`src/rtl/vc_switch_arbiter_pkg.sv`:
```
// vc_switch_arbiter_pkg: router-wide arbiter state encoding, defaults and index-width helper
package vc_switch_arbiter_pkg;
  typedef enum logic {S_IDLE, S_GRANT} state_t;
  localparam int NUM_VC_DEF = 4;
  localparam int MAX_CRED_DEF = 4;
  function automatic int clog2(input int v);
    int r;
    r = 0;
    while ((1 << r) < v) r++;
    return (r < 1) ? 1 : r;
  endfunction
endpackage

```
`src/rtl/vc_switch_arbiter_credit.sv`:
```
// vc_credit_counter: saturating per-VC downstream credit counter, resets full
module vc_credit_counter #(
  parameter int MAX_CRED = 4,
  parameter int CRED_W = 3
) (
  input  logic              clk,
  input  logic              clr_n,
  input  logic              inc,
  input  logic              dec,
  output logic [CRED_W-1:0] cnt,
  output logic              nonzero,
  output logic              ovf,
  output logic              unf
);
  localparam logic [CRED_W-1:0] MAX = CRED_W'(MAX_CRED);
  logic [CRED_W-1:0] r_cnt;
  logic              w_full;
  assign w_full  = r_cnt == MAX;
  assign cnt     = r_cnt;
  assign nonzero = r_cnt != '0;
  assign ovf     = inc & w_full;
  assign unf     = dec & ~nonzero;
  // simultaneous inc and dec cancel; both ends saturate
  always_ff @(posedge clk or negedge clr_n)
    if (!clr_n) r_cnt <= MAX;
    else if (inc & ~dec & ~w_full) r_cnt <= r_cnt + 1'b1;
    else if (dec & ~inc & nonzero) r_cnt <= r_cnt - 1'b1;
endmodule

```
`src/rtl/vc_switch_arbiter.sv`:
```
// vc_switch_arbiter: packet-granular round-robin VC arbiter with per-VC credit tracking
module vc_switch_arbiter
  import vc_switch_arbiter_pkg::*;
#(
  parameter int NUM_VC = NUM_VC_DEF,
  parameter int MAX_CRED = MAX_CRED_DEF,
  parameter int CRED_W = 3
) (
  input  logic                      clk,
  input  logic                      clr_n,
  input  logic [NUM_VC-1:0]         req,
  input  logic [NUM_VC-1:0]         tail,
  input  logic                      flit_sent,
  input  logic [NUM_VC-1:0]         credit_in,
  output logic [NUM_VC-1:0]         gnt,
  output logic [clog2(NUM_VC)-1:0]  gnt_id,
  output logic                      busy,
  output logic                      stall,
  output logic                      err
);
  localparam int IDX_W = clog2(NUM_VC);
  localparam logic [IDX_W:0] N = (IDX_W+1)'(NUM_VC);
  state_t              r_state;
  logic [NUM_VC-1:0]   r_gnt;
  logic [IDX_W-1:0]    r_gnt_id, r_ptr;
  logic                r_err;
  logic [NUM_VC-1:0]   w_nonzero, w_ovf, w_unf, w_dec, w_elig, w_rot;
  logic [CRED_W-1:0]   w_cnt [NUM_VC];
  logic [IDX_W-1:0]    w_off, w_win, w_nptr;
  logic [IDX_W:0]      w_wsum;
  logic                w_busy, w_rel;
  assign w_busy = r_state == S_GRANT;
  assign w_elig = req & w_nonzero;
  assign w_rel  = w_busy & flit_sent & tail[r_gnt_id];
  assign w_nptr = (r_gnt_id == IDX_W'(NUM_VC-1)) ? '0 : r_gnt_id + 1'b1;
  assign w_wsum = {1'b0, r_ptr} + {1'b0, w_off};
  assign w_win  = IDX_W'((w_wsum >= N) ? w_wsum - N : w_wsum);
  assign gnt    = r_gnt;
  assign gnt_id = r_gnt_id;
  assign busy   = w_busy;
  assign stall  = w_busy & (w_cnt[r_gnt_id] == '0);
  assign err    = r_err;
  for (genvar v = 0; v < NUM_VC; v++) begin : g_vc
    logic [IDX_W:0] w_sum;
    assign w_sum    = {1'b0, r_ptr} + (IDX_W+1)'(v);
    assign w_rot[v] = w_elig[IDX_W'((w_sum >= N) ? w_sum - N : w_sum)];
    assign w_dec[v] = w_busy & flit_sent & (r_gnt_id == IDX_W'(v));
    vc_credit_counter #(.MAX_CRED(MAX_CRED), .CRED_W(CRED_W)) u_cred (
      .clk     (clk),
      .clr_n   (clr_n),
      .inc     (credit_in[v]),
      .dec     (w_dec[v]),
      .cnt     (w_cnt[v]),
      .nonzero (w_nonzero[v]),
      .ovf     (w_ovf[v]),
      .unf     (w_unf[v])
    );
  end
  // priority encoder on the ptr-rotated eligibility: lowest offset wins
  always_comb begin
    w_off = '0;
    for (int k = NUM_VC - 1; k >= 0; k--) if (w_rot[k]) w_off = IDX_W'(k);
  end
  // grant FSM: hold grant until a tail flit leaves, then force one idle cycle
  always_ff @(posedge clk or negedge clr_n)
    if (!clr_n) begin
      r_state  <= S_IDLE;
      r_gnt    <= '0;
      r_gnt_id <= '0;
      r_ptr    <= '0;
      r_err    <= 1'b0;
    end else begin
      r_err <= r_err | (flit_sent & ~w_busy) | (|w_unf) | (|w_ovf);
      if (r_state == S_IDLE) begin
        if (|w_elig) begin
          r_state  <= S_GRANT;
          r_gnt    <= NUM_VC'(1) << w_win;
          r_gnt_id <= w_win;
        end
      end else if (w_rel) begin
        r_state <= S_IDLE;
        r_gnt   <= '0;
        r_ptr   <= w_nptr;
      end
    end
endmodule

```
`config.mk`:
```
export PLATFORM = sky130hd
export DESIGN_NAME = vc_switch_arbiter
export DESIGN_NICKNAME = d
export VERILOG_FILES = /design/src/rtl/vc_switch_arbiter_pkg.sv /design/src/rtl/vc_switch_arbiter_credit.sv /design/src/rtl/vc_switch_arbiter.sv
export SDC_FILE = /design/constraint.sdc
export NUM_CORES = 1
export LEC_CHECK = 0
export ABC_AREA = 1
export BUFFER_PORTS_ARGS = -buffer_cell sky130_fd_sc_hd__buf_2
export CAP_MARGIN = 10
export CORE_UTILIZATION = 25
export CTS_BUF_LIST = sky130_fd_sc_hd__clkbuf_16
export CTS_CLUSTER_DIAMETER = 200
export CTS_CLUSTER_SIZE = 14
export DETAILED_ROUTE_END_ITERATION = 10
export SYNTH_ARGS = -nofsm -noshare
export SYNTH_HDL_FRONTEND = slang
export SYNTH_SLANG_ARGS = --single-unit
```
`constraint.sdc`:
```
create_clock -name clk -period 2.65 [get_ports clk]
set_input_delay 0.53 -clock clk [delete_from_list [all_inputs] [get_ports clk]]
set_output_delay 0.53 -clock clk [all_outputs]
set_load 0.1 [all_outputs]
```
Word level (Yosys, flattened, before mapping)

Index checks and enable logic that the tools add are counted.

Add/subtract/negate cells: 18
$lt $le $gt $ge: 11
Equal/unequal tests: 8
Shift-type cells: 1
Multiplexer cells: 37
Bitwise logic cells: 54
Reduce and logical (&&, ||, !) cells: 17

Operators by type and width:

| operator              | number |
|---|---|
| $and A1 B1 Y1         | 32 |
| $mux W3               | 10 |
| $mux W2               | 10 |
| $not A1 Y1            | 17 |
| $ge A3 B3 Y1 const B  | 5 |
| $lt A2 B3 Y1 const B  | 5 |
| $add A3 B1 Y3 const B | 4 |
| $eq A3 B3 Y1 const B  | 4 |
| $mux W4               | 3 |
| $reduce_bool A3 Y1    | 4 |
| $reduce_or A4 Y1      | 3 |
| $sub A3 B1 Y3 const B | 4 |
| $bmux W1 S2           | 5 |
| $reduce_bool A2 Y1    | 5 |
| $sub A2 B1 Y2 const B | 5 |
| $mux W1               | 8 |
| $add A2 B2 Y3 const B | 2 |
| $bmux W3 S2           | 1 |
| $reduce_and A2 Y1     | 3 |
| $and A4 B4 Y4         | 1 |
| $eq A2 B2 Y1 const B  | 2 |
| $shl A1 B2 Y4 const A | 1 |
| $add A2 B1 Y3 const B | 1 |
| $add A2 B2 Y3         | 1 |
| 8 further kinds       | 10 |

Register bits: 22
Bits of input ports: 15
Output and inout port bits: 9
Word-level logic and storage cells: 155

Logic depth before layout (Yosys ltp)

Depth in word-level cells: 15
Mapped depth: 15

Modules after synthesis

From an unflattened synthesis, not the netlist that was laid out.

Cell total of the unflattened synthesis: 250
Area total of the unflattened synthesis: 1742.9 µm²

Modules (own cells, without submodules):

| module            | instances | cells each | area each (µm²) | seq. area each (µm²) |
|---|---|---|---|---|
| vc_credit_counter | 4         | 31         | 229.0           | 76.3 |
| vc_switch_arbiter | 1         | 126        | 827.0           | 250.2 |

Least setup slack after synthesis

Ideal clock, no wire load.

Kind: register to output
From: register r_gnt_id[1] (netlist: gnt_id[1])
To: output stall
Arrival time: 3462 ps
Required time: 2120 ps
Slack: -1342 ps
Stages on the path, launching flop included: 5
Path through: dfrtp_1 > inv_1 > o21ai_0 > a21oi_1 > nor3_1

Cells in the longest elaborated chain, start to end: 6

Ends and longest elaborated chain:

| what                                        | line                    | text |
|---|---|---|
| start: declaration                          | vc_switch_arbiter.sv:25 | `logic [IDX_W-1:0] r_gnt_id, r_ptr;` |
| start signal: assignment                    | vc_switch_arbiter.sv:78 | `r_gnt_id <= w_win;` |
| $not A2 Y3 (implied by the code)            | vc_switch_arbiter.sv:41 | `assign stall = w_busy & (w_cnt[r_gnt_id] == '0);` |
| $bmux W3 S2                                 | vc_switch_arbiter.sv:41 |  |
| $mux W3 (implied by the code) (2 in series) | vc_switch_arbiter.sv:41 |  |
| $logic_not A3 Y1                            | vc_switch_arbiter.sv:41 |  |
| $and A1 B1 Y1                               | vc_switch_arbiter.sv:41 |  |
| end: declaration                            | vc_switch_arbiter.sv:18 | `output logic stall,` |

Every way passes these cells. The select of a mux whose other input is x is not followed.

Worst setup path after layout

From: register g_vc[0].u_cred.r_cnt[0]
To: output stall

Cells in the longest elaborated chain, start to end: 5

Ends and longest elaborated chain:

| what                                        | line                           | text |
|---|---|---|
| start: declaration                          | vc_switch_arbiter_credit.sv:16 | `logic [CRED_W-1:0] r_cnt;` |
| start signal: assignment                    | vc_switch_arbiter_credit.sv:26 | `else if (inc & ~dec & ~w_full) r_cnt <= r_cnt + 1'b1;` |
| start signal: assignment                    | vc_switch_arbiter_credit.sv:27 | `else if (dec & ~inc & nonzero) r_cnt <= r_cnt - 1'b1;` |
| $bmux W3 S2                                 | vc_switch_arbiter.sv:41        |  |
| $mux W3 (implied by the code) (2 in series) | vc_switch_arbiter.sv:41        |  |
| $logic_not A3 Y1                            | vc_switch_arbiter.sv:41        |  |
| $and A1 B1 Y1                               | vc_switch_arbiter.sv:41        |  |

Every way passes these cells. The select of a mux whose other input is x is not followed.

==> flow_summary.json <==
{
  "root_buffer": "clkbuf_16",
  "grt_max_degree": 23,
  "synth-seq-cells": 22,
  "layout-drive-gt1-share_pct": 27.36,
  "reg2reg_setup_slack_ns": 0.55,
  "numPortBuffers": 23,
  "pwr-share-clk_pct": 12.3,
  "r2r_end": "g_vc[2].u_cred.cnt[2]$_DFFE_PN1P_",
  "cts_tree": "built",
  "pin_count": 24,
  "cp_max_fo": 6,
  "cts_resized": 0,
  "hp-class": "input port to async pin",
  "skew_ns": 0.004460,
  "p_int_mw": 1.241,
  "first_global_vias": 1213,
  "hpwl_mm": 2.520,
  "design.die.area_sq_mm": 0.006468,
  "use_met3_pct": 2.727,
  "postLayoutSetupSlackWorst_ns": 0.2976,
  "die_w_um": 80.43,
  "crit_type": "flop to primary output",
  "rsz0062_at_grt": "false",
  "wl_mm": 3.063,
  "grt.overflow.total": 0,
  "cts_htree_levels": 1,
  "timing.final.crit_share_pct": 88.77,
  "yosysSeqAreaShare_pct": 36.13,
  "vdd_ir_drop_max_mv": 0.7509,
  "reg2reg_depth": 9,
  "post-route-min-period_ns": 2.352,
  "met1_usage_pct": 14.08,
  "yosysWarnings": 0,
  "total_power_mw": 2.611,
  "synthTopCellsByArea": "dfrtp_1 29%, nand2_1 11%, dfstp_2 6.8%, inv_1 6.1%, nand3_1 5.9%",
  "holdBufCountCts": 0,
  "dp_slack_ns": 0.5535,
  "syn-num-nets": 210,
  "antenna_cells": 0,
  "fmax_ghz": 0.4251,
  "wire_per_inst_um": 10.67,
  "hold_slack_ns": 0.2378,
  "slew_headroom_pct": 66.06,
  "track_usage_pct": 10.57,
  "fillers": 634,
  "switchingPower_mw": 1.371,
  "leakage_nw": 0.9269,
  "r2r_start": "gnt_id[0]$_DFFE_PN0P_",
  "final_common_cell": "nand2_1",
  "drc_errors": 0,
  "die_y_um": 80.43,
  "netlist_area_sq_mm": 0.001538,
  "grt_first_pass_wirelength_mm": 5.340,
  "post_cts_buffers": 0,
  "rows": 28,
  "cap_violations": 0,
  "final_area_sq_mm": 0.001828,
  "drt_iter0_drc": 48,
  "clk_pin_slew_ns": 0.06,
  "antenna_found_initial": 0,
  "nets": 237,
  "switching_share_pct": 52.49,
  "worstMarginPinSlew_ns": 0.5091,
  "fp.coreArea_sq_mm": 0.005921,
  "tns_ns": 0,
  "gp_congestion": 0.7654,
  "crit_arrival_ns": 1.82,
  "ys_types": 29,
  "clock_path_buffers": 2,
  "cp-end-kind": "primary output",
  "final_cell_mix": "44 x nand2_1, 25 x inv_1, 23 x buf_2",
  "met2_usage_pct": 17.12,
  "floorplan.initialDensity_pct": 25.97,
  "finalSetupViolCount": 0,
  "p_per_area_mw_per_mm2": 1428,
  "synth_top_cell_area_share_pct": 29.29,
  "outcome": "completed",
  "placed_cell_area_sq_mm": 0.001749,
  "ant_nets": 0,
  "first_pass_iters": 4,
  "num_vias": 1220,
  "grt.busiest_layer": "met2",
  "p_comb_share_pct": 60.3,
  "clock_latency_ns": 0.25,
  "syn_inst": 186,
  "hold_violations": 0,
  "slew_violations": 0,
  "worstPathRequired_ns": 2.12,
  "cts_buffers": 3,
  "seqPwrFrac_pct": 27.4,
  "vias_per_cell": 4.251,
  "synth.largest_area_cell": "dfrtp_1",
  "cp-start-kind": "flop",
  "clock-sinks": 22,
  "syn_avg_cell_area_sq_um": 8.267,
  "area_delta_synth_final_pct": 18.88
}
how the worst max path moves through the flow:
stage                                                 start                           endpoint  cells after the start
final                     g_vc[0].u_cred.cnt[0]$_DFFE_PN0P_                              stall                      6
after global routing      g_vc[0].u_cred.cnt[0]$_DFFE_PN0P_                              stall                      6
after CTS                 g_vc[0].u_cred.cnt[0]$_DFFE_PN0P_                              stall                      6
after detailed placement                          flit_sent  g_vc[2].u_cred.cnt[2]$_DFFE_PN1P_                     10
after global placement                            flit_sent  g_vc[2].u_cred.cnt[2]$_DFFE_PN1P_                     10
after floorplan                              busy$_DFF_PN0_                              stall                      2
stage by stage:
step / utilization [%] / cells
after floorplan: - / 186
after global placement: 29.54 / 283
after detailed placement: 29.54 / 283
after CTS: 30.87 / 287
after global routing: 30.87 / 287
final: 30.87 / 287
layer usage:
layer	part of all wire (%)	wire length [um]	vias to the layer above
met2	44	1339	18
met3	3.9	118	2
li1	-	-	655
met4	0.39	12	0
met5	0	0	-
met1	52	1593	545
registers in the layout (all words and copies together), names as in the netlist:
name,flops
err,1
busy,1
gnt,4
g_vc.u_cred.cnt,12
r_ptr,2
gnt_id,2
cells by family after synthesis:
group	synth area share [%]
AOI/OAI and AO/OA	8.952
adders and majority gates	9.276
buffers and inverters	7.079
xor gates and xnor gates	6.184
and+or+nand+nor	27.99
DFF	36.13
muxes	4.394
critical path: stages (launching register included):
cell,delay [ns]
dfrtp_1,0.42
nor2_2,0.15
nand2_2,0.11
o21ai_0,0.16
a21oi_1,0.09
nor3_4,0.19
buf_2,0.44
synth_stat cells, drive strengths merged:
cell	instances
nand4	2
o22ai	2
nor3	4
nor2	14
o31ai	1
o21ai	10
buf	1
dfrtp	18
inv	26
a21oi	4
a221oi	1
mux2	6
xor2	9
ha	5
a2111oi	1
nand2	52
dfstp	4
nand3	19
a22o	1
fa	4
a31oi	1
xnor2	1
cell type report:
type	instances	area [sq um]	area share [%]
Clock inverter	1	3.754	0.2053
Tap cell	75	93.84	5.133
Timing Repair Buffer	23	115.1	6.297
Inverter	26	97.59	5.339
Sequential cell	22	558.0	30.53
Clock buffer	3	75.07	4.107
Multi-Input combinational cell	137	884.6	48.39
power groups by stage:
| stage | clock, mW | sequential [mW] | combinational (mW) |
|---|---|---|---|
| 3_3_place_gp | 0 | 0.719 | 1.56 |
| 4_1_cts | 0.331 | 0.719 | 1.60 |
| 6_report | 0.321 | 0.716 | 1.57 |
| 2_1_floorplan | 0 | 0.953 | 1.08 |
| 5_1_grt | 0.347 | 0.743 | 1.76 |
| 3_5_place_dp | 0 | 0.723 | 1.59 |
(Power assumes the default switching activity.)
